--- src/rtl/tmds_decoder_if.sv ---
// Symbol input and decoded output bundle for one TMDS receive channel.
// The slave modport faces the decoder; the master modport faces the deserializer/sink side.
interface tmds_decoder_if;
  logic [9:0] i_symbol;
  logic [7:0] o_data;
  logic [1:0] o_ctrl;
  logic       o_de;
  logic       o_valid;
  logic       o_locked;
  logic       o_bitslip;
  logic       o_err;

  modport master (
    output i_symbol,
    input  o_data, o_ctrl, o_de, o_valid, o_locked, o_bitslip, o_err
  );

  modport slave (
    input  i_symbol,
    output o_data, o_ctrl, o_de, o_valid, o_locked, o_bitslip, o_err
  );
endinterface

--- src/rtl/tmds_decoder.sv ---
// TMDS channel receiver: symbol-boundary alignment via bit slips, 2-stage decode, lock tracking.
// Define TMDS_DISPARITY_CHECK_EN to add running-disparity checking on o_err.
module tmds_decoder #(
  parameter int CTRL_RUN      = 8,
  parameter int SEARCH_WINDOW = 4096,
  parameter int SLIP_SETTLE   = 4
) (
  input logic           i_pixclk,
  input logic           i_reset,
  tmds_decoder_if.slave bus
);
  localparam int RUN_W = $clog2(CTRL_RUN) + 1;
  localparam int WIN_W = $clog2(SEARCH_WINDOW) + 1;
  localparam int SET_W = $clog2(SLIP_SETTLE) + 1;
  localparam logic [RUN_W-1:0] RUN_MAX  = RUN_W'(CTRL_RUN);
  localparam logic [WIN_W-1:0] WIN_LAST = WIN_W'(SEARCH_WINDOW - 1);
  localparam logic [SET_W-1:0] SET_LAST = SET_W'(SLIP_SETTLE);

  typedef enum logic [1:0] {SEARCH, SETTLE, LOCKED} state_t;
  state_t state, state_nxt;

  logic [9:0]       sym_s1;
  logic             is_ctrl_s1, is_ctrl_in;
  logic [1:0]       tok_s1, tok_in;
  logic [7:0]       d_s1, data_dec;
  logic [7:0]       data_q;
  logic [1:0]       ctrl_q;
  logic             de_q;
  logic             valid_d1, valid_q;
  logic             locked, bitslip;
  logic [RUN_W-1:0] run_cnt;
  logic [WIN_W-1:0] win_cnt;
  logic [SET_W-1:0] settle_cnt;
  logic             run_done, win_expired;

  always_comb begin
    is_ctrl_in = 1'b1;
    tok_in     = 2'b00;
    case (bus.i_symbol)
      10'b1101010100: tok_in = 2'b00;
      10'b0010101011: tok_in = 2'b01;
      10'b0101010100: tok_in = 2'b10;
      10'b1010101011: tok_in = 2'b11;
      default:        is_ctrl_in = 1'b0;
    endcase
  end

  // Undo the optional inversion, then the XOR/XNOR transition chain.
  always_comb begin
    d_s1        = sym_s1[9] ? ~sym_s1[7:0] : sym_s1[7:0];
    data_dec    = '0;
    data_dec[0] = d_s1[0];
    for (int i = 1; i < 8; i++)
      data_dec[i] = sym_s1[8] ? (d_s1[i] ^ d_s1[i-1]) : ~(d_s1[i] ^ d_s1[i-1]);
  end

  always_ff @(posedge i_pixclk) begin
    if (!i_reset) begin
      sym_s1     <= '0;
      is_ctrl_s1 <= 1'b0;
      tok_s1     <= 2'b00;
    end else begin
      sym_s1     <= bus.i_symbol;
      is_ctrl_s1 <= is_ctrl_in;
      tok_s1     <= tok_in;
    end
  end

  always_ff @(posedge i_pixclk) begin
    if (!i_reset) begin
      data_q   <= '0;
      ctrl_q   <= '0;
      de_q     <= 1'b0;
      valid_d1 <= 1'b0;
      valid_q  <= 1'b0;
    end else begin
      valid_d1 <= locked;
      valid_q  <= valid_d1;
      if (is_ctrl_s1) begin
        de_q   <= 1'b0;
        ctrl_q <= tok_s1;
      end else begin
        de_q   <= 1'b1;
        data_q <= data_dec;
      end
    end
  end

  assign run_done    = (run_cnt == RUN_MAX);
  assign win_expired = (win_cnt == WIN_LAST);

  always_ff @(posedge i_pixclk) begin
    if (!i_reset) state <= SEARCH;
    else          state <= state_nxt;
  end

  // A completed token run always beats window expiry, so lock and slip never coincide.
  always_comb begin
    state_nxt = state;
    case (state)
      SEARCH: begin
        if (run_done)         state_nxt = LOCKED;
        else if (win_expired) state_nxt = SETTLE;
      end
      SETTLE: if (settle_cnt == SET_LAST) state_nxt = SEARCH;
      LOCKED: if (!run_done && win_expired) state_nxt = SEARCH;
      default: state_nxt = SEARCH;
    endcase
  end

  always_comb begin
    locked  = (state == LOCKED);
    bitslip = (state == SETTLE) && (settle_cnt == '0);
  end

  // Tokens seen while the deserializer realigns are stale, so the run is held at zero in SETTLE.
  always_ff @(posedge i_pixclk) begin
    if (!i_reset) begin
      run_cnt    <= '0;
      win_cnt    <= '0;
      settle_cnt <= '0;
    end else begin
      if (state == SETTLE || (state == LOCKED && state_nxt == SEARCH) || !is_ctrl_s1)
        run_cnt <= '0;
      else if (!run_done)
        run_cnt <= run_cnt + 1'b1;

      if (state != state_nxt || state == SETTLE || run_done)
        win_cnt <= '0;
      else if (!win_expired)
        win_cnt <= win_cnt + 1'b1;

      settle_cnt <= (state == SETTLE && state_nxt == SETTLE) ? settle_cnt + 1'b1 : '0;
    end
  end

  assign bus.o_data    = data_q;
  assign bus.o_ctrl    = ctrl_q;
  assign bus.o_de      = de_q;
  assign bus.o_valid   = valid_q;
  assign bus.o_locked  = locked;
  assign bus.o_bitslip = bitslip;

`ifdef TMDS_DISPARITY_CHECK_EN
  logic signed [7:0] disp_cnt, disp_nxt, bal;
  logic [3:0]        n1;
  logic              exp_inv, disp_err, err_q;

  // Replay the encoder's disparity rules on the recovered q_m to predict its inversion choice.
  always_comb begin
    n1 = '0;
    for (int i = 0; i < 8; i++) n1 = n1 + {3'b000, d_s1[i]};
    bal      = $signed({3'b000, n1, 1'b0}) - 8'sd8;
    exp_inv  = 1'b0;
    disp_nxt = disp_cnt;
    if (disp_cnt == 8'sd0 || bal == 8'sd0) begin
      exp_inv  = ~sym_s1[8];
      disp_nxt = sym_s1[8] ? disp_cnt + bal : disp_cnt - bal;
    end else if ((disp_cnt > 8'sd0 && bal > 8'sd0) || (disp_cnt < 8'sd0 && bal < 8'sd0)) begin
      exp_inv  = 1'b1;
      disp_nxt = disp_cnt + (sym_s1[8] ? 8'sd2 : 8'sd0) - bal;
    end else begin
      exp_inv  = 1'b0;
      disp_nxt = disp_cnt - (sym_s1[8] ? 8'sd0 : 8'sd2) + bal;
    end
    disp_err = (exp_inv != sym_s1[9]) || (disp_nxt > 8'sd10) || (disp_nxt < -8'sd10);
  end

  always_ff @(posedge i_pixclk) begin
    if (!i_reset) begin
      disp_cnt <= '0;
      err_q    <= 1'b0;
    end else begin
      disp_cnt <= is_ctrl_s1 ? 8'sd0 : disp_nxt;
      err_q    <= !is_ctrl_s1 && disp_err && valid_d1;
    end
  end

  assign bus.o_err = err_q;
`else
  assign bus.o_err = 1'b0;
`endif
endmodule

--- src/flat_wrapper.sv ---
// flat-port wrapper written by rule: the top's interface ports become plain ports
module tmds_decoder_flat 
#(
  parameter int CTRL_RUN      = 8,
  parameter int SEARCH_WINDOW = 4096,
  parameter int SLIP_SETTLE   = 4
)
  (i_pixclk, i_reset, bus_i_symbol, bus_o_data, bus_o_ctrl, bus_o_de, bus_o_valid, bus_o_locked, bus_o_bitslip, bus_o_err);
  tmds_decoder_if bus_i ();
  input logic i_pixclk;
  input logic i_reset;
  input wire logic [$bits(bus_i.i_symbol)-1:0] bus_i_symbol;
  output wire logic [$bits(bus_i.o_data)-1:0] bus_o_data;
  output wire logic [$bits(bus_i.o_ctrl)-1:0] bus_o_ctrl;
  output wire logic [$bits(bus_i.o_de)-1:0] bus_o_de;
  output wire logic [$bits(bus_i.o_valid)-1:0] bus_o_valid;
  output wire logic [$bits(bus_i.o_locked)-1:0] bus_o_locked;
  output wire logic [$bits(bus_i.o_bitslip)-1:0] bus_o_bitslip;
  output wire logic [$bits(bus_i.o_err)-1:0] bus_o_err;
  assign bus_i.i_symbol = bus_i_symbol;
  assign bus_o_data = bus_i.o_data;
  assign bus_o_ctrl = bus_i.o_ctrl;
  assign bus_o_de = bus_i.o_de;
  assign bus_o_valid = bus_i.o_valid;
  assign bus_o_locked = bus_i.o_locked;
  assign bus_o_bitslip = bus_i.o_bitslip;
  assign bus_o_err = bus_i.o_err;
  tmds_decoder #(.CTRL_RUN(CTRL_RUN), .SEARCH_WINDOW(SEARCH_WINDOW), .SLIP_SETTLE(SLIP_SETTLE)) u_core (.i_pixclk(i_pixclk), .i_reset(i_reset), .bus(bus_i));
endmodule
--- config.mk ---
export PLATFORM = sky130hd
export DESIGN_NAME = tmds_decoder_flat
export DESIGN_NICKNAME = d
export VERILOG_FILES = /design/src/rtl/tmds_decoder_if.sv /design/src/rtl/tmds_decoder.sv /design/src/flat_wrapper.sv
export SDC_FILE = /design/constraint.sdc
export NUM_CORES = 1
export LEC_CHECK = 0
export ABC_AREA = 1
export BUFFER_PORTS_ARGS = -buffer_cell sky130_fd_sc_hd__buf_2
export CORE_AREA = 2 2 73 128
export DETAILED_ROUTE_END_ITERATION = 7
export DIE_AREA = 0 0 75 130
export PLACE_DENSITY_LB_ADDON = 0.2
export SETUP_SLACK_MARGIN = 0.05
export SKIP_CTS_REPAIR_TIMING = 1
export SLEW_MARGIN = 20
export SYNTH_ARGS = -nofsm -noshare
export SYNTH_HDL_FRONTEND = slang
export SYNTH_SLANG_ARGS = --single-unit
--- constraint.sdc ---
create_clock -name i_pixclk -period 2.05 [get_ports i_pixclk]
set_input_delay 0.205 -clock i_pixclk [delete_from_list [all_inputs] [get_ports i_pixclk]]
set_output_delay 0.205 -clock i_pixclk [all_outputs]
set_load 0.05 [all_outputs]
==> flow_summary.yaml <==
critical_path:
  critPathMostFrequentCell: "nand2_2"
  critPathTopFamily: "simple AND/OR/NAND/NOR gates"
  crit_path_start_kind: "flop"
  crit_chain: "ha_1 -> nand3_2 -> inv_2 -> nand2_4 -> nor2_8 -> nand2_2 -> nand2_1 -> nand2_2 -> nand3_4 -> nor2_1"
  cpPeakStageDelay_ns: 0.40
  critPathCaptureType: "flop"
  arrival_ns: 1.89
  cp_max_fo: 14
  path_class: "flop to flop"
  critPathRequiredTime_ns: 2.22
  critPathSlowestCell: "dfxtp_1"
  cp_num_buf_inv: 1
routing:
  drt-total-wl_microns: 4291
  vias: 1623
  initialDrtViolationCount: 34
  drt-vias-per-instance: 3.883
  wl_per_cell_microns: 10.27
  drc_errors: 0
  drtAntennaViolNets: 0
  firstDrtPassIters: 4
yosys:
  synth_cell_types: 28
  ys_warn_count: 0
  ys_seq_area_share_pct: 45.12
  synth_area_per_cell_sq_um: 7.887
  syn_inst: 270
  syn_nets: 287
  syn_area_sq_um: 2130
  synth-seq-cells: 48
sta:
  finalMaxSlewViolations: 0
  tns_ns: 0
  setup_viol: 0
  fin_crit_ns: 1.721
  skew_ns: 0.002889
  fmax_mhz: 581.1
  tightest_slew_ns: 0.5463
  whs_ns: 0.1091
  grt_setup_unrepaired: "false"
  layout_worst_path_cycle_share_pct: 83.94
  hold_viol_final: 0
  timing.slew.headroom_pct: 63.45
placed_design:
  dpl_cell_area_sq_um: 2365
  io_buffers: 25
  place.gp.congestion: 0.7612
  dpl.cell_count: 410
  hpwl_microns: 3455
floorplan:
  chipHeight_microns: 130
  die_area_sq_um: 9750
  start_util_pct: 24.18
  boundaryPins: 27
  core.rowCount: 46
  core_sq_um: 8806
  die_x_microns: 75
global_route:
  grt_pass1_vias: 1653
  grt_max_degree: 15
  grt.total_usage_pct: 10.24
  antenna_found_initial: 0
  grt_pass1_wl_microns: 7438
  grt_overflow: 0
status:
  status: "completed"
cts:
  clock-root-buffer: "clkbuf_16"
  cts_tree: "yes"
  cts_buffers: 5
  clock_latency_ns: 0.29
  cts.sinks: 48
  htreeDepth: 2
  clk_pin_slew_worst_paths_ns: 0.06
  clock_path_buffers: 2
flow_run:
  drv_cap: 0
finish:
  drive_gt1_share_pct: 20.81
  syn_to_final_growth_pct: 18.04
  final.fill_count: 977
  fin_nets: 314
  final_util_pct: 28.54
  final_area_sq_um: 2514
  num_antenna_cells: 0
  stdcell_count: 418
power:
  vdd_drop_max_mv: 0.4413
  leakagePower_uw: 0.001133
  pwr_density_cell_nw_per_um2: 789.4
hold_path:
  hp-class: "input pin to flop"
[worst reg2reg max path, cell delays in order (launching register included)]
cell     delay [ns]
dfxtp_1        0.40
ha_1           0.26
nand3_2        0.13
inv_2          0.09
nand2_4        0.07
nor2_8         0.19
nand2_2        0.09
nand2_1        0.08
nand2_2        0.06
nand3_4        0.18
nor2_1         0.06
[through the flow]
stage          worst slack, ns  total power [uW]
6_report                0.3293              1984
5_1_grt                 0.1270              2074
4_1_cts                 0.2843              2024
3_5_place_dp            0.2918              1196
3_3_place_gp            0.3493              1196
2_1_floorplan           0.2872              1150
[final cells by class]
cell class	count	area [sq um]	area share, %
multi-input cells	180	989.7	39.37
clock buffers	6	138.9	5.525
inverters	37	138.9	5.525
well taps	120	150.1	5.973
clock inverters	2	10.01	0.3982
repair buffers	25	125.1	4.978
flip-flops and latches	48	960.9	38.23
[placed cells by master, fill, tap and decap left out, drive strengths merged]
cell	n
nor2	50
clkinv	2
xor2	10
a21oi	3
dfxtp	48
nand4	3
inv	37
o21ai	9
xnor2	14
a22o	2
nor4	2
ha	5
nand2	65
buf	25
conb	1
clkbuf	6
nor3	4
nand3	12
[power by group]
| part | internal [uW] | switching [uW] |
|---|---|---|
| registers | 967 | 22.8 |
| logic | 54.3 | 127 |
| clock network | 481 | 333 |
| total | 1500 | 482 |
[metal layers]
| metal | vias to the layer above | part of all wire (%) | track usage (%) |
|---|---|---|---|
| li1 | 869 | - | - |
| met1 | 729 | 35 | 9.347 |
| met2 | 19 | 59 | 19.81 |
| met3 | 6 | 2.9 | 2.394 |
| met4 | 0 | 2.8 | 5.357 |
| met5 | - | 0 | 0 |
[registers in the layout, indices dropped and copies added (netlist names)]
signal	count
u_core.bus.o_ctrl	2
u_core.bus.o_data	8
u_core.bus.o_de	1
u_core.bus.o_valid	1
u_core.is_ctrl_s1	1
u_core.run_cnt	4
u_core.settle_cnt	3
u_core.state	2
u_core.sym_s1	10
u_core.tok_s1	2
u_core.valid_d1	1
u_core.win_cnt	13
[synth_stat cells, drive strengths merged]
library cell / instances / share of area, %
a21oi: 3 / 0.88
a22o: 2 / 0.82
buf: 3 / 1.5
clkbuf: 2 / 0.35
conb: 1 / 0.18
dfxtp: 48 / 45
ha: 5 / 2.9
inv: 37 / 6.5
nand2: 65 / 12
nand3: 12 / 3.9
nand4: 3 / 0.88
nor2: 50 / 11
nor3: 4 / 0.94
nor4: 2 / 0.59
o21ai: 9 / 2.1
xnor2: 14 / 5.8
xor2: 10 / 4.1
[cells by family (layout without fill, tap and decap cells)]
| family | after synthesis | in the layout | share of synthesized area [%] |
|---|---|---|---|
| AO/OA/AOI/OAI | 14 | 14 | 3.819 |
| AND/OR/NAND/NOR | 136 | 136 | 29.67 |
| other | 1 | 1 | 0.1761 |
| flip-flops | 48 | 48 | 45.12 |
| buffers and inverters | 42 | 70 | 8.402 |
| adder cells (fa/ha/maj) | 5 | 5 | 2.938 |
| XOR/XNOR | 24 | 24 | 9.871 |
[final timing paths]
| check | startpoint | to | slack (ns) | depth (start not counted) |
|---|---|---|---|---|
| setup reg to reg | u_core.win_cnt[0] | u_core.win_cnt[0] | 0.33 | 10 |
| hold reg to reg | u_core.valid_d1 | u_core.bus.o_valid | 0.45 | 2 |
| hold / removal | bus_i_symbol[2] | u_core.sym_s1[2] | 0.11 | 3 |
| setup / recovery | u_core.win_cnt[0] | u_core.win_cnt[0] | 0.33 | 10 |
Power figures use the tool's default switching activity.
